--- config.mk ---
export PLATFORM = sky130hd
export DESIGN_NAME = alu_arbiter
export DESIGN_NICKNAME = d
export VERILOG_FILES = /design/src/rtl/alu_arb_pkg.sv /design/src/rtl/alu_types.sv /design/src/rtl/alu.sv /design/src/rtl/alu_arbiter_rr.sv /design/src/rtl/alu_arbiter.sv
export SDC_FILE = /design/constraint.sdc
export NUM_CORES = 1
export LEC_CHECK = 0
export CORE_MARGIN = 4
export CORE_UTILIZATION = 50
export DETAILED_ROUTE_END_ITERATION = 16
export GPL_TIMING_DRIVEN = 0
export PLACE_DENSITY = 0.88
export REMOVE_ABC_BUFFERS = 1
export SLEW_MARGIN = 30
export SYNTH_ARGS = -nofsm -noshare
export SYNTH_HDL_FRONTEND = slang
export SYNTH_SLANG_ARGS = --single-unit
--- constraint.sdc ---
create_clock -name clk -period 6.87 [get_ports clk]
set_input_delay 0.687 -clock clk [delete_from_list [all_inputs] [get_ports clk]]
set_output_delay 0.687 -clock clk [all_outputs]
set_load 0.02 [all_outputs]
--- src/rtl/alu_arb_pkg.sv ---
// Types shared by the ALU arbiter, its round-robin arbiter and the ALU.
package alu_arb_pkg;

    localparam int NREQ_MAX = 8;

    typedef struct packed {
        logic v;
        logic c;
        logic n;
        logic z;
    } flags_t;

    typedef enum logic {
        UNLOCKED = 1'b0,
        LOCKED   = 1'b1
    } lock_state_t;

endpackage

--- src/rtl/alu_types.sv ---
// Shared ALU command encoding. Code 3'd7 is deliberately left unassigned;
// the ALU answers it with data 0.
package alu_types;

    typedef enum logic [2:0] {
        CMD_ADD = 3'd0,
        CMD_SUB = 3'd1,
        CMD_INC = 3'd2,
        CMD_DEC = 3'd3,
        CMD_AND = 3'd4,
        CMD_OR  = 3'd5,
        CMD_NOT = 3'd6
    } cmd_t;

endpackage

--- src/rtl/alu.sv ---
// Combinational 32-bit ALU. Carry is bit 32 of the 33-bit ADD/SUB result
// (a SUB borrow reads as C=1); every other operation clears C. V is never set.
module alu
    import alu_types::*;
    import alu_arb_pkg::*;
(
    input  cmd_t        cmd_i,
    input  logic [31:0] a_i,
    input  logic [31:0] b_i,
    output logic [31:0] data_o,
    output flags_t      flags_o
);

    logic [32:0] wide;

    // Evaluate the selected operation; bit 32 only ever carries ADD/SUB carry.
    always_comb begin
        wide = 33'd0;
        case (cmd_i)
            CMD_ADD: wide = {1'b0, a_i} + {1'b0, b_i};
            CMD_SUB: wide = {1'b0, a_i} - {1'b0, b_i};
            CMD_INC: wide = {1'b0, a_i + 32'd1};
            CMD_DEC: wide = {1'b0, a_i - 32'd1};
            CMD_AND: wide = {1'b0, a_i & b_i};
            CMD_OR:  wide = {1'b0, a_i | b_i};
            CMD_NOT: wide = {1'b0, ~a_i};
            default: wide = 33'd0;
        endcase
    end

    assign data_o    = wide[31:0];
    assign flags_o.v = 1'b0;
    assign flags_o.c = wide[32];
    assign flags_o.n = wide[31];
    assign flags_o.z = (wide[31:0] == 32'd0);

endmodule

--- src/rtl/alu_arbiter_rr.sv ---
// Round-robin arbiter: searches from last_grant+1 (mod N) and grants the
// first requester that is both requesting and unmasked. Grant is one-hot or 0.
module rr_arbiter #(
    parameter  int N  = 4,
    localparam int IW = (N > 1) ? $clog2(N) : 1
) (
    input  logic [N-1:0]  req_i,
    input  logic [IW-1:0] last_grant_i,
    input  logic [N-1:0]  mask_i,
    output logic [N-1:0]  grant_o
);

    // Priority search starting just after the previous winner.
    always_comb begin
        logic          found;
        logic [IW-1:0] idx;
        grant_o = '0;
        found   = 1'b0;
        idx     = '0;
        for (int off = 1; off <= N; off++) begin
            idx = IW'((int'(last_grant_i) + off) % N);
            if (!found && req_i[idx] && mask_i[idx]) begin
                grant_o[idx] = 1'b1;
                found        = 1'b1;
            end
        end
    end

endmodule

--- src/rtl/alu_arbiter.sv ---
// Shares one 32-bit ALU between NREQ requesters (2..8). One request is
// accepted per cycle by round-robin; operands are registered (stage 1), the
// ALU runs on them and the result is registered (stage 2), so a response
// strobes rsp_valid two cycles after its accept.
//
// Optional build macro ALU_ARB_LOCK_EN adds grant locking:
//   state    | meaning
//   UNLOCKED | plain round-robin among all valid requesters
//   LOCKED   | only lock_owner_q may be granted until it sends lock=0
module alu_arbiter
    import alu_types::*;
    import alu_arb_pkg::*;
#(
    parameter int NREQ = 4
) (
    input  logic                  clk,
    input  logic                  rst_n,
    input  logic [NREQ-1:0]       req_valid,
    output logic [NREQ-1:0]       req_ready,
    input  cmd_t [NREQ-1:0]       req_cmd,
    input  logic [NREQ-1:0][31:0] req_a,
    input  logic [NREQ-1:0][31:0] req_b,
    input  logic [NREQ-1:0]       req_lock,
    output logic [NREQ-1:0]       rsp_valid,
    output logic [31:0]           rsp_data,
    output logic [3:0]            rsp_flags,
    output logic [31:0]           op_count
);

    localparam int IW = (NREQ > 1) ? $clog2(NREQ) : 1;

    logic [NREQ-1:0] grant;
    logic [NREQ-1:0] arb_mask;
    logic [IW-1:0]   gidx;
    logic            accept;

    logic [IW-1:0]   last_grant_q, last_grant_d;
    logic            op_valid_q, op_valid_d;
    cmd_t            op_cmd_q, op_cmd_d;
    logic [31:0]     op_a_q, op_a_d;
    logic [31:0]     op_b_q, op_b_d;
    logic [IW-1:0]   op_idx_q, op_idx_d;
    logic [NREQ-1:0] rsp_valid_q, rsp_valid_d;
    logic [31:0]     rsp_data_q, rsp_data_d;
    flags_t          rsp_flags_q, rsp_flags_d;
    logic [31:0]     op_count_q, op_count_d;

    logic [31:0]     alu_data;
    flags_t          alu_flags;

    rr_arbiter #(.N(NREQ)) u_rr (
        .req_i        (req_valid),
        .last_grant_i (last_grant_q),
        .mask_i       (arb_mask),
        .grant_o      (grant)
    );

    alu u_alu (
        .cmd_i   (op_cmd_q),
        .a_i     (op_a_q),
        .b_i     (op_b_q),
        .data_o  (alu_data),
        .flags_o (alu_flags)
    );

    // Nothing is accepted while reset is asserted.
    assign req_ready = rst_n ? grant : '0;
    assign accept    = |req_ready;

    // Binary index of the granted requester.
    always_comb begin
        gidx = '0;
        for (int i = 0; i < NREQ; i++) begin
            if (grant[i]) gidx = IW'(i);
        end
    end

`ifdef ALU_ARB_LOCK_EN
    lock_state_t   lock_state_q, lock_state_d;
    logic [IW-1:0] lock_owner_q, lock_owner_d;

    // Mask comes from registered lock state only, keeping the ready path loop-free.
    always_comb begin
        arb_mask = '1;
        if (lock_state_q == LOCKED) begin
            arb_mask               = '0;
            arb_mask[lock_owner_q] = 1'b1;
        end
    end

    // Lock FSM next state: enter on a locking accept, leave when the owner unlocks.
    always_comb begin
        lock_state_d = lock_state_q;
        lock_owner_d = lock_owner_q;
        case (lock_state_q)
            UNLOCKED: begin
                if (accept && req_lock[gidx]) begin
                    lock_state_d = LOCKED;
                    lock_owner_d = gidx;
                end
            end
            LOCKED: begin
                if (accept && !req_lock[gidx]) lock_state_d = UNLOCKED;
            end
            default: lock_state_d = UNLOCKED;
        endcase
    end

    // Lock FSM state register.
    always_ff @(posedge clk) begin
        if (!rst_n) begin
            lock_state_q <= UNLOCKED;
            lock_owner_q <= '0;
        end else begin
            lock_state_q <= lock_state_d;
            lock_owner_q <= lock_owner_d;
        end
    end
`else
    logic unused_lock;
    assign unused_lock = ^req_lock;
    assign arb_mask    = '1;
`endif

    // Next-state for arbitration pointer, both pipeline stages and the counter.
    always_comb begin
        last_grant_d = accept ? gidx : last_grant_q;
        op_valid_d   = accept;
        op_cmd_d     = accept ? req_cmd[gidx] : op_cmd_q;
        op_a_d       = accept ? req_a[gidx]   : op_a_q;
        op_b_d       = accept ? req_b[gidx]   : op_b_q;
        op_idx_d     = accept ? gidx          : op_idx_q;
        rsp_valid_d  = '0;
        rsp_data_d   = rsp_data_q;
        rsp_flags_d  = rsp_flags_q;
        if (op_valid_q) begin
            rsp_valid_d[op_idx_q] = 1'b1;
            rsp_data_d            = alu_data;
            rsp_flags_d           = alu_flags;
        end
        op_count_d = op_count_q + {31'd0, accept};
    end

    // Pipeline and counter registers; reset drops any in-flight operation.
    always_ff @(posedge clk) begin
        if (!rst_n) begin
            last_grant_q <= IW'(NREQ - 1);
            op_valid_q   <= 1'b0;
            op_cmd_q     <= CMD_ADD;
            op_a_q       <= '0;
            op_b_q       <= '0;
            op_idx_q     <= '0;
            rsp_valid_q  <= '0;
            rsp_data_q   <= '0;
            rsp_flags_q  <= '0;
            op_count_q   <= '0;
        end else begin
            last_grant_q <= last_grant_d;
            op_valid_q   <= op_valid_d;
            op_cmd_q     <= op_cmd_d;
            op_a_q       <= op_a_d;
            op_b_q       <= op_b_d;
            op_idx_q     <= op_idx_d;
            rsp_valid_q  <= rsp_valid_d;
            rsp_data_q   <= rsp_data_d;
            rsp_flags_q  <= rsp_flags_d;
            op_count_q   <= op_count_d;
        end
    end

    assign rsp_valid = rsp_valid_q;
    assign rsp_data  = rsp_data_q;
    assign rsp_flags = rsp_flags_q;
    assign op_count  = op_count_q;

endmodule

# Word-level counts from Yosys, hierarchy flattened

Index checks and enable logic that the tools add are counted.

Flip-flop bits (word level): 143
Input port bits: 278
Output and inout bits: 76

Add/subtract/negate cells: 9
$lt $le $gt $ge: 11
Equality and inequality tests: 6
Muxes and demuxes: 44
Bitwise operators: 6
Reductions and logical operators: 19

Operators by type and width:

| operator                                                    | number |
|---|---|
| one-hot mux 33 bit (7 select lines)                         | 1 |
| binary-select mux 32 bit (select 2 bit)                     | 2 |
| 2-to-1 mux 32 bit                                           | 2 |
| adder 32 x 32 -> 33 bit                                     | 1 |
| subtractor 32 x 32 -> 33 bit                                | 1 |
| adder 32 x 1 -> 32 bit                                      | 1 |
| adder 32 x 1 -> 32 bit (second input constant)              | 1 |
| bitwise AND 32 bit                                          | 1 |
| zero test 32 bit                                            | 1 |
| NOT 32 bit                                                  | 1 |
| OR 32 bit                                                   | 1 |
| subtractor 32 x 1 -> 32 bit (second input constant)         | 1 |
| 2-to-1 mux 4 bit                                            | 5 |
| less-than comparator 2 x 3 -> 1 bit (second input constant) | 6 |
| 2-to-1 mux 1 bit                                            | 17 |
| binary-select mux 1 bit (select 2 bit)                      | 8 |
| logical AND 1 bit                                           | 12 |
| OR 4 bit                                                    | 3 |
| demux 1 bit (select 2 bit)                                  | 5 |
| >= comparator 2 x 1 -> 1 bit (second input constant)        | 5 |
| == test 3 bit (second input constant)                       | 3 |
| binary-select mux 3 bit (select 2 bit)                      | 1 |
| == test 3 x 2 -> 1 bit (second input constant)              | 2 |
| adder 2 x 1 -> 2 bit (second input constant)                | 2 |
| 8 further kinds                                             | 12 |

# Depth between registers and ports, before layout

Depth after elaboration: 22
Mapped depth: 22

# Hierarchy

Synthesis repeated with hierarchy kept, for this count alone.

Cells, all modules: 1,774
Area total of the unflattened synthesis: 13,188.9 µm²

By module, submodules not included:

| module      | times used | cells an instance | area an instance (µm²) | sequential area each (µm²) |
|---|---|---|---|---|
| alu_arbiter | 1          | 848               | 7,203.2                | 2,882.8 |
| alu         | 1          | 873               | 5,580.4                | 0.0 |
| rr_arbiter  | 1          | 53                | 405.4                  | 0.0 |

# Least setup slack after synthesis

Ideal clock, no wire load.

Path type: register -> register
Start: register op_b_q[6]
End: register rsp_flags_q, in the netlist rsp_flags[0]
Arrival: 5.193 ns
Required time: 6.774 ns
Path slack: 1.581 ns
Cell stages (with the launch flop): 20
Period minus slack after synthesis: 5.289 ns
Cell sequence: dfxtp_1 > or4_1 > or3_1 > nor3_2 > nand2b_1 > or3_4 > or4_1 > o41ai_2 > xor2_1 > ha_1 > and3_2 > and2_2 > a221o_1 > or3_2 > a32o_1 > a211oi_2 > nand4_1 > nor4_1 > nand4_1 > o41ai_2

Longest elaborated chain between the ends: 3
Elaborated cells between the ends (all ways): 6
Those cells by class: add/sub (2); mux (1); bitwise (2); reduce/logical (1)

RTL lines:

| what                                                       | line               | RTL |
|---|---|---|
| start: declaration                                         | alu_arbiter.sv:41  | `logic [31:0] op_b_q, op_b_d;` |
| start signal: assignment                                   | alu_arbiter.sv:162 | `op_b_q <= op_b_d;` |
| subtractor 32 x 32 -> 33 bit, or another cell as far along | alu.sv:21          | `CMD_SUB: wide = {1'b0, a_i} - {1'b0, b_i};` |
| one-hot mux 33 bit (7 select lines) *                      | alu.sv:19          | `case (cmd_i)` |
| zero test 32 bit *                                         | alu.sv:35          | `assign flags_o.z = (wide[31:0] == 32'd0);` |
| end signal: assignment                                     | alu_arbiter.sv:166 | `rsp_flags_q <= rsp_flags_d;` |
| end: declaration                                           | alu_arbiter.sv:45  | `flags_t rsp_flags_q, rsp_flags_d;` |

Every way passes the cells marked *; elsewhere a longest branch is shown, timed or not.
A chain may end at the register's enable or synchronous reset.

# Worst setup path after layout

Start: register op_cmd_q[2]
End: register rsp_flags_q, in the netlist rsp_flags[0]

Longest elaborated chain between the ends: 3
Elaborated cells between the ends (all ways): 9
Those cells by class: eq/ne (6); mux (1); reduce/logical (2)

RTL lines:

| what                                        | line               | RTL |
|---|---|---|
| start: declaration                          | alu_arbiter.sv:39  | `cmd_t op_cmd_q, op_cmd_d;` |
| start signal: assignment                    | alu_arbiter.sv:160 | `op_cmd_q <= op_cmd_d;` |
| == test 3 bit, or another cell as far along | alu.sv:19          |  |
| one-hot mux 33 bit (7 select lines) *       | alu.sv:19          |  |
| zero test 32 bit *                          | alu.sv:35          |  |

Marked as above.

==> metrics.md <==
| Metric | Value |
|---|---|
| Critical-path top delay cell | nor2_2 |
| Peak Freq | 162 MHz |
| HP Class | reg2reg |
| Mapped Avg Cell Area | ~7.6 sq um |
| CP peak stage delay | roughly 0.80 ns |
| DRT Pass-1 Iters | 5 |
| Number of flops mapped to enable cells by yosys | 0 |
| Largest net degree at the start of global routing | 76 |
| Skew final | 0.0137 ns |
| Clk slew on worst S/H paths | around 0.07 ns |
| Post-synth ARST share | 0% |
| CTS Hold Buffers Added | 0 |
| Post-Place Worst Slack | between 0.7 and 0.8 ns |
| Share of the synthesized area in the top cell type | between 20% and 30% |
| Clk root buf | clkbuf_16 |
| First-pass GRT wire length | 69400 um |
| Worst Path Max Fanout | 40 |
| Worst hold slack | 0.483 ns |
| Worst setup path category | reg2reg |
| 1st-iter DRT viols | 1264 |
| Post-place instance area | around 0.017 sq mm |
| Synth Instances | around 1700 |
| Ys Warns | 0 |
| Seq cells post-synth | around 140 |
| Placer Congestion | 0.947 |
| Synthesized area | roughly 0.013 sq mm |
| Die Footprint | between 0.02 and 0.03 sq mm |
| Initial antenna violation count | 1 |
| Sequential area share after synthesis | between 20% and 30% |
| Outcome | complete, no violations |
| Core Rows | 58 |
| Gr ovfl total | 0 |
| Critical path data arrival time | about 6.5 ns |
| DR vias | ~14000 |
| Post_cts resized | 0 |
| Clock latency on the worst-skew pair | approximately 0.44 ns |
| CTS Buffer Depth | 2 |
| Area growth syn-to-layout | 32.6% |
| Final hold vios | 0 |
| Max-capacitance violation count | 0 |
| Post-Layout Inst Area | roughly 0.017 sq mm |
| Slew Limit Headroom | 37.8% |
| I/O Pins | about 350 |
| Die width | 169 um |
| Required time worst endpoint | roughly 7 ns |
| Commonest cells in the netlist | nor2_1, a211oi_1, dfxtp_1 |
| Critical Path Source Type | flop |
| RSZ-0062 raised after global routing | no |
| Min Tclk post-route | a little over 6 ns |
| Leak pwr | 0.00700 uW |
| Setup WS post-layout | between 0.6 and 0.7 ns |
| Initial Util | 51.0% |
| Count leader, synth | nor2_1 |
| Yosys cell types | between 90 and 100 |
| Vias per cell | between 6 and 7 |
| Worst-Margin Slew | ~0.93 ns |
| H-tree depth | 4 |
| CTS sink cnt | 142 |
| Gr usage total | between 20% and 30% |
| Max IR drop VDD | between 0.0002 and 0.0003 V |
| Total wire length | between 40000 and 50000 um |
| Drc violations | 0 |
| Inserted Clock Buffers | 17 |
| Cell Pwr Density | between 400 and 500 mW/mm^2 |
| Prevailing post-synth register cell | dfxtp_1 |
| Setup Buffers After CTS | 0 |
| CTS tree | yes |
| Antenna-violating nets left | 0 |
| WL/cell | between 15 and 20 um |
| Layout cell share with drive strength beyond 1 | 5.04% |
| Chip Height | around 170 um |
| Hpwl dp | roughly 34000 um |
| Final setup viols | 0 |
| Area contributors post-synth | dfxtp_1, a211oi_1, nor2_1, ha_1, mux2i_1 |
| Slew Limit Fails | 0 |
| I/O Buffers | approximately 350 |
| Worst path cell trace | nor2_2 > nand2_1 > o21ai_0 > xor2_1 > ha_1 > nand2_1 > or4_1 > a2111o_1 > a21boi_2 > o21ai_0 > a32o_1 > a211oi_2 > nand4_1 > nor4_1 > nand4_1 > o41ai_2 |
| Core ar. | between 0.02 and 0.03 sq mm |
| Vias in the first global route | 13600 |
| Crit end category | flop |
| Final Cycle Share | 90.0% |
| Fillers | 2099 |
| Nets | around 2300 |
| Cell taking the most area after synthesis | dfxtp_1 |
## power by group
| part | internal, uW | leakage, uW | total, uW | switching (uW) |
|---|---|---|---|---|
| Sequential | 1080 | 0.00117 | 1510 | 428 |
| Clock | 474 | 0.000268 | 889 | 415 |
| Combinational | 2290 | 0.00556 | 5540 | 3250 |
## path summary, 6_finish.rpt
| check | endpoint | slack, ns | depth (start not counted) | startpoint |
|---|---|---|---|---|
| worst max-delay path | rsp_flags[0] | 0.69 | 16 | op_cmd_q[2] |
| worst min-delay path | rsp_data[19] | 0.48 | 2 | rsp_data[19] |
| worst max register to register | rsp_flags[0] | 0.69 | 16 | op_cmd_q[2] |
| worst min register to register | rsp_data[19] | 0.48 | 2 | rsp_data[19] |
## kinds of logic after synthesis
logic type / synth area share, %
AO/OA/AOI/OAI: 28.6
XOR/XNOR: 6.44
adder cells (fa/ha/maj): 8.95
buffers and inverters: 5.46
flip-flops: 22.0
multiplexers: 7.42
other: 0.0290
AND/OR/NAND/NOR: 21.1
## routing by layer
metal	global-route usage, %	share of wire [%]
met4	8.50	2.3
met1	38.7	42
met2	49.6	47
met3	4.79	8.3
met5	0	0
## layout make-up
type                            count  area [sq um]  share of cell area (%)
Multi-Input combinational cell   1413          9430                    55.1
Timing Repair Buffer              367          3760                    21.9
Sequential cell                   142          2850                    16.6
Clock buffer                       17           425                    2.48
Tap cell                          330           413                    2.41
Clock inverter                     15           126                   0.738
Inverter                           30           120                   0.701
Antenna cell                        1          2.50                  0.0146
## cell usage in the layout, fill, tap and decap left out, types with 19 or more instances in the layout
cell,instances
xnor2_1,38
a21o_1,27
dfxtp_1,138
nand3_1,34
a211oi_1,149
xor2_1,57
maj3_1,19
clkdlybuf4s50_1,348
o21ai_0,104
nor2_1,251
a21oi_1,102
ha_1,74
nand2_1,113
nor3_1,78
inv_1,27
mux2i_1,83
## state kept, by name, summed over array words and instances (netlist names)
name and cells:
last_grant_q 2, rsp_valid 4, rsp_flags 2, op_a_q 32, op_valid_q 1, rsp_data 32, op_b_q 32, op_idx_q 2
op_cmd_q 3, op_count 32
## stage by stage
step	utilization, %	power [uW]	setup TNS [ns]	instances
after floorplan	-	5360	-577.72	1585
after global placement	64.0	6840	-1013.14	2263
after detailed placement	65.4	6940	0	2282
after CTS	67.6	7860	0	2314
after global routing	67.6	8530	0	2315
final	67.6	7940	0	2315
## worst max-delay path, delay by kind of cell, from the launching register on
kind | cells | cell delay, ns
AND/OR/NAND/NOR | 7 | 3.08
AO/OA/AOI/OAI | 7 | 1.88
flip-flops | 1 | 0.56
adder cells (fa/ha/maj) | 1 | 0.43
XOR/XNOR | 1 | 0.11
(Power assumes the default switching activity.)
